[config.mk]
export PLATFORM = sky130hd
export DESIGN_NAME = c_pipeline
export DESIGN_NICKNAME = d
export VERILOG_FILES = /design/src/rtl/c_pipeline_pkg.sv /design/src/rtl/c_pipeline_stage.sv /design/src/rtl/c_pipeline.sv
export SDC_FILE = /design/constraint.sdc
export NUM_CORES = 1
export LEC_CHECK = 0
export ABC_AREA = 1
export CAP_MARGIN = 30
export CORE_ASPECT_RATIO = 1.25
export CORE_MARGIN = 5
export CORE_UTILIZATION = 31
export CTS_CLUSTER_DIAMETER = 200
export DETAILED_ROUTE_END_ITERATION = 6
export HOLD_SLACK_MARGIN = 0.08
export SYNTH_ARGS = -nofsm -noshare
export SYNTH_HDL_FRONTEND = slang
export SYNTH_HIERARCHICAL = 1
export SYNTH_SLANG_ARGS = --single-unit
[constraint.sdc]
create_clock -name clk -period 3.9 [get_ports clk]
set_input_delay 0.585 -clock clk [delete_from_list [all_inputs] [get_ports clk]]
set_output_delay 0.585 -clock clk [all_outputs]
set_load 0.005 [all_outputs]
[src/rtl/c_pipeline_pkg.sv]
// Shared definitions for the four-phase C-element micropipeline.
package c_pipeline_pkg;

  // Bit positions of the individual protocol-violation causes.
  localparam int ERR_WITHDRAW = 0;  // req_in dropped before it was acknowledged
  localparam int ERR_REREQ    = 1;  // req_in raised while ack_out still high
  localparam int ERR_DATA     = 2;  // data_in moved during an unacknowledged request
  localparam int ERR_NUM      = 3;

  typedef logic [ERR_NUM-1:0] err_vec_t;

  // Muller C-element: follow the inputs when they agree, otherwise hold.
  function automatic logic c_next(input logic a, input logic b, input logic z);
    return (a == b) ? a : z;
  endfunction

endpackage

[src/rtl/c_pipeline_stage.sv]
// One micropipeline stage: a clocked C-element bit plus its bundled data.
module c_stage
  import c_pipeline_pkg::*;
#(
  parameter int WIDTH = 3
) (
  input  logic             clk,
  input  logic             rst,
  input  logic             a_i,   // request from the left (z[i-1] or req_in)
  input  logic             b_i,   // inverted state of the right (~z[i+1] or ~ack_in)
  input  logic [WIDTH-1:0] d_i,   // data from the left
  output logic             z_o,
  output logic [WIDTH-1:0] d_o
);

  logic             z_q, z_d, upd;
  logic [WIDTH-1:0] d_q, d_d;

  // Next state; data is latched only on the 0->1 transition of z.
  always_comb begin
    z_d = c_next(a_i, b_i, z_q);
    upd = ~z_q & z_d;
    d_d = upd ? d_i : d_q;
  end

  // State registers.
  always_ff @(posedge clk or posedge rst) begin
    if (rst) begin
      z_q <= 1'b0;
      d_q <= '0;
    end else begin
      z_q <= z_d;
      d_q <= d_d;
    end
  end

  assign z_o = z_q;
  assign d_o = d_q;

endmodule

[src/rtl/c_pipeline.sv]
// Four-phase req/ack micropipeline of DEPTH clocked C-element stages,
// with an occupancy popcount and a sticky protocol-violation flag.
module c_pipeline
  import c_pipeline_pkg::*;
#(
  parameter  int WIDTH = 3,
  parameter  int DEPTH = 4,
  localparam int CNT_W = $clog2(DEPTH + 1)
) (
  input  logic             clk,
  input  logic             rst,
  input  logic             req_in,
  output logic             ack_out,
  input  logic [WIDTH-1:0] data_in,
  output logic             req_out,
  input  logic             ack_in,
  output logic [WIDTH-1:0] data_out,
  output logic [CNT_W-1:0] count,
  output logic             err
);

  logic [DEPTH-1:0]            z;
  logic [DEPTH-1:0][WIDTH-1:0] d;

  logic             req_in_q, err_q, err_d;
  logic [WIDTH-1:0] data_in_q;
  err_vec_t         cause;
  logic [CNT_W-1:0] pop;

  for (genvar i = 0; i < DEPTH; i++) begin : g_stage
    logic             a, b;
    logic [WIDTH-1:0] dp;

    if (i == 0) begin : g_head
      assign a  = req_in;
      assign dp = data_in;
    end else begin : g_body
      assign a  = z[i-1];
      assign dp = d[i-1];
    end

    if (i == DEPTH - 1) begin : g_tail
      assign b = ~ack_in;
    end else begin : g_mid
      assign b = ~z[i+1];
    end

    c_stage #(.WIDTH(WIDTH)) u_stage (
      .clk (clk),
      .rst (rst),
      .a_i (a),
      .b_i (b),
      .d_i (dp),
      .z_o (z[i]),
      .d_o (d[i])
    );
  end

  // Occupancy: number of stages currently holding z=1.
  always_comb begin
    pop = '0;
    for (int i = 0; i < DEPTH; i++) pop = pop + CNT_W'(z[i]);
  end

  // Producer-side protocol checks against last cycle's req/data.
  always_comb begin
    cause               = '0;
    cause[ERR_WITHDRAW] = req_in_q & ~req_in & ~ack_out;
    cause[ERR_REREQ]    = ~req_in_q & req_in & ack_out;
    cause[ERR_DATA]     = req_in_q & req_in & ~ack_out & (data_in != data_in_q);
    err_d               = err_q | (|cause);
  end

  // Input history and sticky error flag.
  always_ff @(posedge clk or posedge rst) begin
    if (rst) begin
      req_in_q  <= 1'b0;
      data_in_q <= '0;
      err_q     <= 1'b0;
    end else begin
      req_in_q  <= req_in;
      data_in_q <= data_in;
      err_q     <= err_d;
    end
  end

  assign ack_out  = z[0];
  assign req_out  = z[DEPTH-1];
  assign data_out = d[DEPTH-1];
  assign count    = pop;
  assign err      = err_q;

endmodule

# ---- After elaboration in Yosys (flattened, before gate mapping)
# Index checks and enable logic that the tools add are counted.
dict set report classes {
  bitwise 19
  muxes 4
  eq_ne 5
  reduce_logical 1
  addsub 3
}
# op count
set ops {}
lappend ops {{$and A1 B1 Y1} 11}
lappend ops {{$not A1 Y1} 7}
lappend ops {{$eq A1 B1 Y1} 4}
lappend ops {{$mux W1} 4}
lappend ops {{$add A2 B1 Y3} 1}
lappend ops {{$add A3 B1 Y3} 1}
lappend ops {{$ne A3 B3 Y1} 1}
lappend ops {{$reduce_or A3 Y1} 1}
lappend ops {{$add A1 B1 Y2} 1}
lappend ops {{$or A1 B1 Y1} 1}
dict set report word_totals {
  register_bits 21
  output_inout_bits 9
}

# ---- Depth between registers and ports, before layout
dict set report logic_depth {
  ltp_word 5
  ltp_mapped 7
  ltp_nobuf 7
}

# ---- Cells and area by module
# The synthesis kept the hierarchy.
# mod cells_per_inst seq_area_each_um2 area_each_um2 n_inst
set by_module_without_submodules {}
lappend by_module_without_submodules {c_stage 19 100.1 171.4 4}
lappend by_module_without_submodules {c_pipeline 39 125.1 291.5 1}

# ---- Worst setup path after synthesis
# OpenSTA, ideal clock, no wires.
dict set report synth_timing {
  path_type {flip-flop to output port}
  startpoint {register g_stage[0].u_stage.z_q}
  endpoint {output port count[1]}
  required_ns 3.315
  t_arrival_ns 1.593
  stages_incl_launch_ff 6
  path_slack_ns 1.722
  path_cell_list {dfrtp_1 inv_1 fa_1 inv_1 ha_1 ha_1}
}
dict set report synth_via {
  elab_chain_cells 3
}
# item line
set synth_lines {}
lappend synth_lines {{from (decl)} c_pipeline_stage.sv:16} ;# logic z_q, z_d, upd;
lappend synth_lines {{from (signal assigned)} c_pipeline_stage.sv:32} ;# z_q <= z_d;
lappend synth_lines {{$add A1 B1 Y2} c_pipeline.sv:62} ;# for (int i = 0; i < DEPTH; i++) pop = pop + CNT_W'(z[i]);
lappend synth_lines {{$add A2 B1 Y3} c_pipeline.sv:62}
lappend synth_lines {{$add A3 B1 Y3} c_pipeline.sv:62}
lappend synth_lines {{to (decl)} c_pipeline.sv:18} ;# output logic [CNT_W-1:0] count,
# Every way passes these cells.

# ---- Worst setup path in the final report
# Same ends and word-level chain as after synthesis.

==> impl_metrics.json <==
{
  "synth_nets": 125,
  "min_to": "g_stage[2].u_stage/d_o[2]",
  "status": "finished, final reports clean",
  "finalHoldViolCount": 0,
  "drv_cap": 0,
  "rows": 22,
  "final_common_cell": "nand2_1",
  "cp.arrival_ns": 2.49,
  "tightest_slew_ns": 0.337,
  "finalSetupViolCount": 0,
  "ctsResizeCount": 0,
  "timing.rr.end": "g_stage[1].u_stage/d_o[0]",
  "cts_hold_buf": 0,
  "min_path_type": "reg -> reg",
  "leakage_nw": 0.650,
  "vdd.ir_drop.worst_v": 0.000366,
  "die_w_um": 60.2,
  "hold_depth": 2,
  "p_comb_frac": 0.447,
  "htree_levels": 1,
  "start_kind": "flip-flop",
  "r2r_start": "g_stage[2].u_stage/z_o",
  "cp_max_fo": 11,
  "min_from": "g_stage[2].u_stage/d_o[2]",
  "ctsLongestPathBuffers": 2,
  "final_cell_mix": "nand2_1, inv_1, dfrtp_1",
  "grtUsageTotal": 0.0989,
  "clock.fmax_ghz": 0.326,
  "seqPwrFrac": 0.431,
  "ys_types": 10,
  "ys_warn_count": 6,
  "drive_gt1_frac": 0.0672,
  "drcViolationCount": 0,
  "avgSynthCellArea_um2": 8.50,
  "diodes": 0,
  "avgViaCountPerCell": 4.55,
  "grt_pass1_wl_um": 3330,
  "grt_pass1_vias": 755,
  "p_switching_mw": 0.327,
  "area_growth_pct": 22.8,
  "synth_seq_area_share": 0.538,
  "end_kind": "output port",
  "wirelength_um": 1830,
  "ys_ff_latch": 21,
  "gr-total-overflow": 0,
  "cts_buffers": 3,
  "final_util": 0.400,
  "post_cts_buffers": 0,
  "netSwitchingFraction": 0.381,
  "pwr-share-clk": 0.123,
  "coreArea_mm2": 0.00300,
  "worst_ep_required_time_ns": 3.31,
  "period_needed_ns": 3.07,
  "tritoncts": "built",
  "timing.slew.headroom": 0.776,
  "die_y_um": 72.8,
  "finalMaxSlewViolations": 0,
  "die_area_mm2": 0.00438,
  "clkLatencyLatePin_ns": 0.30,
  "grt_max_degree": 13,
  "drt_iter0_markers": 15,
  "critPathKind": "reg -> out",
  "syn_area_um2": 977,
  "drtAntennaViolNets": 0,
  "routabilityCongestion": 0.762,
  "initial_core_util": 0.326,
  "syn-instance-count": 115,
  "antenna_found_initial": 0,
  "r2r_cells": 4,
  "io_buffers": 15,
  "io_pins": 16,
  "timing.final.crit_share": 0.788,
  "p_int_mw": 0.530,
  "finalClockSkew_ns": 0.00237,
  "drt-pass1-iter-count": 4,
  "detail_route.wl_per_cell_um": 10.7,
  "cts_root_buf": "clkbuf_4",
  "powerDensity_mw_per_mm2": 714,
  "nets": 145,
  "path_clk_slew_ns": 0.12,
  "fin_tns_setup_ns": 0,
  "dp_hpwl_um": 1440,
  "clock-sinks": 21,
  "num_vias": 773,
  "rsz0062_at_grt": "false",
  "r2r_setup_slack_ns": 2.84
}
## cell families (layout without fill, tap and decap cells)
kind of cell	Yosys count	count (layout)	synth area share
flops	21	21	0.538
compound gates	5	5	0.0295
buf+inv	23	42	0.0883
simple gates	63	63	0.298
fa+ha+maj	3	3	0.0461
## worst max-delay path: stages (launching register included)
cell and delay, ns:
dfrtp_1 0.56, inv_1 0.11, fa_1 0.54, inv_1 0.04, ha_1 0.17, ha_1 0.26, clkdlybuf4s50_1 0.49
## layout make-up
class	count	area, um^2
Clock buffer	3	22.5
Clock inverter	1	5.00
Fill cell	328	1800
Inverter	23	86.3
Multi-Input combinational cell	71	365
Sequential cell	21	526
Tap cell	36	45.0
Timing Repair Buffer	15	150
## stage by stage
| stage | setup WS [ns] | power (mW) | hold slack [ns] | std cells | instance area [um^2] |
|---|---|---|---|---|---|
| global route | 0.674 | 0.952 | 0.506 | 170 | 1200 |
| global placement | 1.21 | 0.750 | 0.458 | 166 | 1170 |
| floorplan | 1.72 | 0.569 | 0.351 | 115 | 977 |
| CTS | 0.803 | 0.872 | 0.490 | 170 | 1200 |
| finish | 0.828 | 0.857 | 0.482 | 170 | 1200 |
| detailed placement | 1.17 | 0.764 | 0.458 | 166 | 1170 |
## worst max path at each step
| stage | slack, ns | cells after the start | end | from |
|---|---|---|---|---|
| 2_1_floorplan | 1.72 | 5 | count[1] | g_stage[0].u_stage/z_o |
| 3_3_place_gp | 1.21 | 6 | count[1] | g_stage[0].u_stage/z_o |
| 3_5_place_dp | 1.17 | 6 | count[1] | g_stage[0].u_stage/z_o |
| 4_1_cts | 0.80 | 6 | count[1] | g_stage[0].u_stage/z_o |
| 5_1_grt | 0.67 | 6 | count[1] | g_stage[0].u_stage/z_o |
| 6_report | 0.83 | 6 | count[1] | g_stage[0].u_stage/z_o |
## Yosys cell counts, drive strengths merged
cell	n	area share
nand2	39	0.15
fa	1	0.020
ha	2	0.026
inv	23	0.088
a31o	1	0.0090
nand3	4	0.041
o21ai	4	0.020
dfrtp	21	0.54
nor2	8	0.031
nand4	12	0.077
## registers in the layout, indices dropped and copies added (netlist names)
register,flops
g_stage.u_stage/d_o,12
g_stage.u_stage/z_o,4
data_in_q,3
err,1
req_in_q,1
## per-layer routing
layer,vias to the layer above,wire length [um],track usage
met5,-,0,0
met4,0,25,0.0369
met3,4,98,0.0212
met2,15,915,0.166
met1,354,786,0.122
li1,400,-,-
## power groups by stage
| stage | sequential (mW) | combinational [mW] | clock (mW) |
|---|---|---|---|
| after global routing | 0.385 | 0.444 | 0.123 |
| after global placement | 0.371 | 0.379 | 0 |
| after floorplan | 0.358 | 0.212 | 0 |
| final | 0.369 | 0.383 | 0.105 |
| after detailed placement | 0.373 | 0.390 | 0 |
| after CTS | 0.369 | 0.392 | 0.111 |
No activity file was read; power rests on OpenSTA's default activity.
